==> src/rtl/aes_i2s_tx.sv <==
// I2S master transmitter: divides sclk into aes_bclk, frames 64 bit clocks per
// stereo pair (left in lrck-low half, one-bit delay) and shifts samples out MSB first.
module aes_i2s_tx #(
  parameter int SCLK_DIV  = 4,
  parameter int SLOT_BITS = 32,
  parameter int DATA_W    = 24
) (
  input  logic              sclk,
  input  logic              rst_n,
  input  logic              en,
  input  logic [DATA_W-1:0] l_data,
  input  logic [DATA_W-1:0] r_data,
  input  logic              din_valid,
  output logic              din_ready,
  output logic              aes_bclk,
  output logic              aes_lrck,
  output logic              aes_sdata,
  output logic [5:0]        bit_cnt,
  output logic              underrun
);

  // Handshake: a pair moves into the holding register on a cycle where
  // din_valid && din_ready; din_ready is simply "holding register empty".

  localparam logic [7:0] DIV_TC   = 8'(SCLK_DIV - 1);
  localparam logic [5:0] LAST_BIT = 6'(2 * SLOT_BITS - 1);
  localparam logic [5:0] HALF     = 6'(SLOT_BITS);

  logic [7:0]        div_cnt;
  logic              hold_full;
  logic [DATA_W-1:0] hold_l, hold_r;
  logic [DATA_W-1:0] act_l, act_r;

  logic              tc, fall, frame_load, accept;
  logic [5:0]        bit_nxt;
  logic [4:0]        pos;
  logic [DATA_W-1:0] ch_word, ch_shift;
  logic              sdata_nxt, lrck_nxt;

  assign din_ready = ~hold_full;

  always_comb begin
    tc         = (div_cnt == DIV_TC);
    fall       = tc && aes_bclk;
    frame_load = fall && (bit_cnt == LAST_BIT);
    accept     = din_valid && !hold_full;
    bit_nxt    = bit_cnt + 6'd1;
    pos        = bit_nxt[4:0];
    lrck_nxt   = (bit_nxt >= HALF);
    ch_word    = lrck_nxt ? act_r : act_l;
    // Slot position p selects sample bit DATA_W-p; shifting left by p-1 brings it to the MSB.
    ch_shift   = ch_word << (pos - 5'd1);
    sdata_nxt  = (pos != 5'd0) && (int'(pos) <= DATA_W) && ch_shift[DATA_W-1];
  end

  always_ff @(posedge sclk or negedge rst_n) begin
    if (!rst_n) begin
      div_cnt   <= '0;
      aes_bclk  <= 1'b0;
      aes_lrck  <= 1'b1;
      aes_sdata <= 1'b0;
      bit_cnt   <= LAST_BIT;
      underrun  <= 1'b0;
      hold_full <= 1'b0;
      hold_l    <= '0;
      hold_r    <= '0;
      act_l     <= '0;
      act_r     <= '0;
    end else if (!en) begin
      div_cnt   <= '0;
      aes_bclk  <= 1'b0;
      aes_lrck  <= 1'b1;
      aes_sdata <= 1'b0;
      bit_cnt   <= LAST_BIT;
      underrun  <= 1'b0;
      hold_full <= 1'b0;
      hold_l    <= '0;
      hold_r    <= '0;
      act_l     <= '0;
      act_r     <= '0;
    end else begin
      underrun <= 1'b0;
      if (tc) begin
        div_cnt  <= '0;
        aes_bclk <= ~aes_bclk;
      end else begin
        div_cnt <= div_cnt + 8'd1;
      end
      // Data and lrck change only on falling bclk so they are stable at the receiver's rising edge.
      if (fall) begin
        bit_cnt   <= bit_nxt;
        aes_lrck  <= lrck_nxt;
        aes_sdata <= sdata_nxt;
      end
      if (frame_load) begin
        if (hold_full) begin
          act_l <= hold_l;
          act_r <= hold_r;
        end else begin
          act_l    <= '0;
          act_r    <= '0;
          underrun <= 1'b1;
        end
      end
      // An accept can only happen while empty, so it never collides with a full-holding load.
      if (accept) begin
        hold_l    <= l_data;
        hold_r    <= r_data;
        hold_full <= 1'b1;
      end else if (frame_load) begin
        hold_full <= 1'b0;
      end
    end
  end

endmodule

==> config.mk <==
export PLATFORM = sky130hd
export DESIGN_NAME = aes_i2s_tx
export DESIGN_NICKNAME = d
export VERILOG_FILES = /design/src/rtl/aes_i2s_tx.sv
export SDC_FILE = /design/constraint.sdc
export NUM_CORES = 1
export LEC_CHECK = 0
export ABC_CLOCK_PERIOD_IN_PS = 5150
export BUFFER_PORTS_ARGS = -buffer_cell sky130_fd_sc_hd__clkbuf_2
export CAP_MARGIN = 10
export CORE_AREA = 2 2 102 104
export CTS_CLUSTER_DIAMETER = 200
export CTS_CLUSTER_SIZE = 28
export DETAILED_ROUTE_END_ITERATION = 8
export DIE_AREA = 0 0 104 106
export MAX_ROUTING_LAYER = met4
export PLACE_DENSITY = 0.69
export SKIP_LAST_GASP = 1
export SYNTH_ARGS = -nofsm -noshare
export SYNTH_HDL_FRONTEND = slang
export SYNTH_SLANG_ARGS = --single-unit
==> constraint.sdc <==
create_clock -name sclk -period 5.15 [get_ports sclk]
set_clock_uncertainty 0.15 [all_clocks]
set_input_delay 0 -clock sclk [delete_from_list [all_inputs] [get_ports sclk]]
set_output_delay 0 -clock sclk [all_outputs]
set_load 0.05 [all_outputs]
==> results of run 1 <==
[sequential cells by signal (all words and copies together) (netlist names)]
name       flops
act_l         24
act_r         24
aes_bclk       1
aes_lrck       1
aes_sdata      1
bit_cnt        6
div_cnt        8
hold_full      1
hold_l        24
hold_r        24
underrun       1
[worst paths after layout]
check                            from  cells after the start         end
hold reg to reg             hold_l[4]                      1    act_l[4]
setup / recovery           div_cnt[5]                      8   act_l[20]
min in group asynchronous       rst_n                      3  bit_cnt[3]
max in group asynchronous       rst_n                      4   act_r[22]
setup reg to reg           div_cnt[5]                      8   act_l[20]
hold / removal              l_data[8]                      3   hold_l[8]
[layer usage]
metal / vias up / wire length, um
met5: - / 0
met4: 0 / 376
met3: 35 / 565
met2: 142 / 5428
met1: 1948 / 5261
li1: 1828 / -
[where the power goes]
group          internal [mW]  total (mW)  switching (mW)
clock network          0.815        1.20           0.389
registers              0.936       0.959          0.0230
logic                 0.0789       0.165          0.0859
total                   1.83        2.33           0.498
[synth_stat cells, types with 3 or more instances]
cell type,number
nand2_1,16
clkbuf_1,20
dfstp_2,7
dfrtp_1,108
mux2i_1,4
o211ai_1,6
nor3_1,7
nand2b_1,5
nand3_1,16
a211oi_1,6
xnor2_1,5
buf_1,3
buf_2,5
inv_1,5
and2_1,4
a21oi_1,8
nor2b_1,6
nor2_1,15
xor2_1,5
buf_6,5
a22o_1,96
o21ai_0,10
a31oi_1,5
and3_1,13
mux2_2,5
[per-stage QoR]
step / utilization / cell area (um2) / hold WS, ns / worst slack [ns] / power, mW
after global routing: 0.6572 / 6571 / 0.06152 / 1.804 / 2.408
after global placement: 0.5383 / 5383 / -0.06460 / 2.131 / 1.096
after CTS: 0.6534 / 6534 / 0.02582 / 2.003 / 2.335
final: 0.6572 / 6571 / 0.08021 / 2.020 / 2.327
after floorplan: - / 5034 / -0.4456 / 2.456 / 1.040
after detailed placement: 0.5383 / 5383 / -0.05916 / 2.029 / 1.100
[cell usage in the layout, fill, tap and decap left out, drive strengths merged, types with 4 or more instances in the layout]
master       netlist  layout
dfrtp            108     108
dfstp              7       7
a31oi              5       5
inv                5       5
mux2               5       5
nand3             16      16
and2               4       4
and3              13      13
o211ai             6       6
nor3               9       9
xnor2              5       5
a211oi             6       6
nand2             17      17
a22o              96      96
dlygate4sd3        0      52
a21oi              8       8
mux2i              4       4
nor2b              6       6
xor2               5       5
clkinv             1       7
o21ai             12      12
buf               14       6
nor2              15      15
clkbuf            20      81
bufinv             0       4
nand2b             5       5
[worst min-delay path, stage by stage]
cell	delay, ns
dlygate4sd3_1	0.52
clkbuf_2	0.09
a22o_1	0.11
[layout make-up]
| cell class | count | area, um2 | area share |
|---|---|---|---|
| clock inverters | 11 | 157.7 | 0.02399 |
| multi-input cells | 268 | 1968 | 0.2995 |
| inverters | 6 | 22.52 | 0.003427 |
| flip-flops and latches | 115 | 2887 | 0.4393 |
| well taps | 136 | 170.2 | 0.02589 |
| clock buffers | 20 | 455.4 | 0.06931 |
| repair buffers | 119 | 910.9 | 0.1386 |
[cells by family (layout without fill, tap and decap cells)]
kind of cell / count (synthesis) / after routing / share of synthesized area
compound gates: 149 / 149 / 0.2376
xor+xnor: 10 / 10 / 0.01740
fa+ha+maj: 2 / 2 / 0.004971
buf+inv: 40 / 156 / 0.03927
flops: 115 / 115 / 0.5735
mux: 10 / 10 / 0.02361
simple gates: 97 / 97 / 0.1037
==> impl_metrics.yaml, run 1 <==
setup_path:
  crit_arrival_ns: 3.43
  timing.critical_path.mode_cell: "nor3_2"
  start_kind: "register"
  critPathTopFamily: "simple AND/OR/NAND/NOR gates"
  r2r_setup_slack_ns: 2.02
  cp_num_buf_inv: 1
  cp_max_fo: 48
  slowest_delay_ns: 0.56
  critical_path_class: "register to register"
  crit_chain: "or4_1 -> nor3_2 -> and2_1 -> nand2_2 -> nor3_2 -> and3_1 -> buf_4 -> a22o_1"
  cp_slowest_cell: "or4_1"
  endpoint_kind: "register"
  required_ns: 5.45
final_layout:
  n_antenna_cell: 0
  finalNonFillerCells: 675
  syn_to_final_growth_pct: 30.55
  fillerInstances: 773
  final_nets: 581
  layout-drive-gt1-share: 0.2226
yosys:
  synth_top_area_share: 0.5369
  syn_area_mm2: 0.005034
  yosysSeqAreaShare: 0.5735
  synth_seq_cells: 115
  synthArstFlopShare: 1.000
  synth.distinct_cells: 53
  syn_avg_cell_area_um2: 11.90
  ys.flop_type: "dfrtp_1"
  synth_top_cells_by_area: "dfrtp_1 54%, a22o_1 17%, dfstp_2 3.7%, and3_1 1.6%, nand3_1 1.6%"
  synth_edf_count: 0
  yosysWarnings: 0
  syn_inst: 423
  synth_largest_area_cell: "dfrtp_1"
  syn-num-nets: 477
global_route:
  grt_max_degree: 61
  overflow: 0
  gr-usage-met1: 0.3120
  top_usage_layer: "met2"
  grt_pass1_vias: 3861
  grt_pass1_wl_um: 19650
  grt.met3_usage: 0.05702
  antenna_found_initial: 0
  gr-usage-met2: 0.3412
  grt_use_total: 0.2335
power_and_ir_drop:
  power.leakage_nw: 3.219
  powerDensity_mw_per_mm2: 354.1
  ir_drop_mv: 0.2187
cts:
  postCtsSetupBuffers: 0
  cts.clk_slew.worst_paths_ns: 0.06
  clock_latency_ns: 0.52
  cts.path.max_buffers: 2
  hold_buffers: 52
  cts_made_buffers: 17
  cts_sinks: 115
  htree_levels: 4
  root_buffer: "clkbuf_8"
  cts_tree: "yes"
  cts_resized: 0
place:
  gp_congestion: 0.9943
  dp_hpwl_um: 7191
  placed_cells: 590
  portBuffers: 62
run_status:
  outcome: "finished clean"
timing:
  max_freq_mhz: 319.4
  finalMaxSlewViolations: 0
  min_period_ns: 3.130
  max_slew_margin: 0.2825
  setup_violations: 0
  fin_crit_sh: 0.6078
  setup-tns-final_ns: 0
  finalHoldViolations: 0
  worstMarginPinSlew_ns: 1.074
  rsz0062_at_grt: "false"
floorplan:
  core_area_mm2: 0.01000
  initial_core_util: 0.5034
  fp-row-count: 37
  die_w_um: 104
  dieArea_mm2: 0.01102
  boundaryPins: 63
  die_h_um: 106
run:
  drv_cap: 0
detailed_routing:
  dr_total_vias: 3953
  drt_iter0_drc: 312
  routed_wl_um: 11630
  drc_errors: 0
  wire_per_inst_um: 17.23
  postRouteAntennaNets: 0
  firstDrtPassIters: 5
  viasPerCell: 5.856
hold_path:
  hold_class: "primary input to register"
(Power assumes the default switching activity.)
==> run 2, diff against run 1 <==
--- a/config.mk
+++ b/config.mk
@@ -5,7 +5,7 @@
 export SDC_FILE = /design/constraint.sdc
 export NUM_CORES = 1
 export LEC_CHECK = 0
-export ABC_CLOCK_PERIOD_IN_PS = 5150
+export ABC_CLOCK_PERIOD_IN_PS = 3200
 export BUFFER_PORTS_ARGS = -buffer_cell sky130_fd_sc_hd__clkbuf_2
 export CAP_MARGIN = 10
 export CORE_AREA = 2 2 102 104
==> constraint.sdc (replaced) <==
create_clock -name sclk -period 3.2 [get_ports sclk]
set_clock_uncertainty 0.15 [all_clocks]
set_input_delay 0 -clock sclk [delete_from_list [all_inputs] [get_ports sclk]]
set_output_delay 0 -clock sclk [all_outputs]
set_load 0.05 [all_outputs]
==> run 2 against run 1 <==
Net effect: design area up 4.2%; die area unchanged; sequential share of layout area down 1.8 points; utilization up 2.8 points; hold slack better by 0.0060 ns; fmax up 14%; highest routed layer unchanged.
==> impl_metrics.yaml, run 2 (synthesis results as in run 1) <==
detailed_routing:
  drt_iter0_drc: 235
  drc_errors: 0
  postRouteAntennaNets: 0
  dr_total_vias: 4131
  wire_per_inst_um: 17.90
  viasPerCell: 5.835
  firstDrtPassIters: 5
  routed_wl_um: 12670
timing:
  setup-tns-final_ns: 0
  rsz0062_at_grt: "false"
  worstMarginPinSlew_ns: 1.116
  finalMaxSlewViolations: 0
  fin_crit_sh: 0.8600
  finalHoldViolations: 0
  setup_violations: 0
  max_slew_margin: 0.2543
  max_freq_mhz: 363.4
  min_period_ns: 2.752
hold_path:
  hp-start: "r_data[21]"
  hold_class: "primary input to register"
setup_path:
  crit_end: "aes_sdata"
  cp.depth: 7
  crit_arrival_ns: 3.00
  start_kind: "register"
  required_ns: 3.45
  endpoint_kind: "register"
  slowest_delay_ns: 0.67
  critPathTopFamily: "compound AO/OA/AOI/OAI gates"
  critical_path_class: "register to register"
  cp_num_buf_inv: 1
  crit_chain: "ha_1 -> buf_4 -> nand2b_1 -> a2111oi_0 -> o31ai_1 -> o211ai_1 -> o21ai_1"
  r2r_setup_slack_ns: 0.45
  worstReg2RegStart: "bit_cnt[0]"
  cp_max_fo: 12
  cp-startpoint: "bit_cnt[0]"
  cp_slowest_cell: "dfstp_2"
  reg2reg_depth: 7
  rr_endpoint: "aes_sdata"
cts:
  cts.path.max_buffers: 2
  postCtsSetupBuffers: 0
  clock_latency_ns: 0.52
  root_buffer: "clkbuf_8"
  cts_tree: "yes"
  hold_buffers: 74
  cts_sinks: 115
  htree_levels: 4
  cts.clk_slew.worst_paths_ns: 0.06
  cts_resized: 0
  cts_made_buffers: 17
floorplan:
  die_w_um: 104
  die_h_um: 106
  dieArea_mm2: 0.01102
  fp-row-count: 37
  initial_core_util: 0.5034
  core_area_mm2: 0.01000
  boundaryPins: 63
global_route:
  antenna_found_initial: 0
  overflow: 0
  grt_max_degree: 62
  grt_use_total: 0.2556
  grt_pass1_wl_um: 21350
  grt_pass1_vias: 4153
final_layout:
  layout-drive-gt1-share: 0.2290
  syn_to_final_growth_pct: 36.07
  layout_common_cells: "108 x dfrtp_1, 96 x a22o_1, 73 x dlygate4sd3_1, 61 x clkbuf_2"
  finalNonFillerCells: 708
  n_antenna_cell: 0
  final_nets: 613
  mostFrequentLayoutCell: "dfrtp_1"
power_and_ir_drop:
  intPower_mw: 2.835
  power.leakage_nw: 3.381
  power_frac_comb: 0.081
  powerDensity_mw_per_mm2: 538.1
  seq_power_share: 0.418
  p_sw_frac: 0.2307
  netSwitchingPower_mw: 0.8504
  ir_drop_mv: 0.3868
  power_frac_clock: 0.501
run_status:
  outcome: "finished clean"
place:
  portBuffers: 62
  gp_congestion: 0.9982
  placed_cells: 602
  dp_hpwl_um: 7676
run:
  drv_cap: 0
[run 2: cell count changes in the layout (fill, tap and decap cells not counted), moves of 3 or more]
cell	change
dlygate4sd3_1	+21
buf_4	+9
buf_12	+3
clkbuf_8	-3
clkinvlp_4	+3
[run 2: tightest hold or removal path: cells and delay by family]
| family | cells | cell delay (ns) |
|---|---|---|
| buf+inv | 2 | 0.62 |
| compound gates | 1 | 0.11 |
[run 2: worst min-delay path by stage]
| stage | endpoint | slack, ns | depth (start not counted) |
|---|---|---|---|
| CTS | hold_l[2] | 0.06 | 3 |
| floorplan | act_l[0] | -0.45 | 0 |
| global route | hold_r[2] | 0.08 | 3 |
| global placement | act_r[15] | -0.06 | 1 |
| finish | hold_r[21] | 0.09 | 3 |
| detailed placement | act_r[12] | -0.05 | 1 |
[run 2: cell type report]
cell class                 count  area (um2)
sequential                   115        2887
multi-input combinational    268        1968
clock buffer                  18       417.9
clock inverter                14       162.7
timing repair buffer         151        1221
inverter                       6       22.52
tap                          136       170.2
fill                         741        3151
[run 2: stage by stage]
stage | hold slack (ns) | power (mW) | setup WS [ns] | cell area [um2] | util
floorplan | -0.4456 | 1.673 | 0.5057 | 5034 | -
CTS | 0.06207 | 3.698 | 0.4849 | 6849 | 0.6849
global placement | -0.06207 | 1.772 | 0.5485 | 5510 | 0.5511
detailed placement | -0.05082 | 1.779 | 0.5110 | 5510 | 0.5511
global route | 0.08206 | 3.824 | 0.2707 | 6849 | 0.6849
finish | 0.08622 | 3.685 | 0.4479 | 6849 | 0.6849
[run 2: per-layer routing]
metal,wire [um],global-route usage,vias to the layer above
met2,6264,0.4004,154
met5,0,-,-
met3,694,0.06193,16
li1,-,-,1894
met4,171,0.07722,0
met1,5542,0.3339,2067
[run 2: power by group through the flow]
| stage | Combinational (mW) | Clock [mW] | Sequential, mW |
|---|---|---|---|
| after detailed placement | 0.213 | 0 | 1.57 |
| final | 0.299 | 1.85 | 1.54 |
| after global placement | 0.208 | 0 | 1.56 |
| after floorplan | 0.115 | 0 | 1.56 |
| after CTS | 0.294 | 1.86 | 1.54 |
| after global routing | 0.328 | 1.95 | 1.55 |
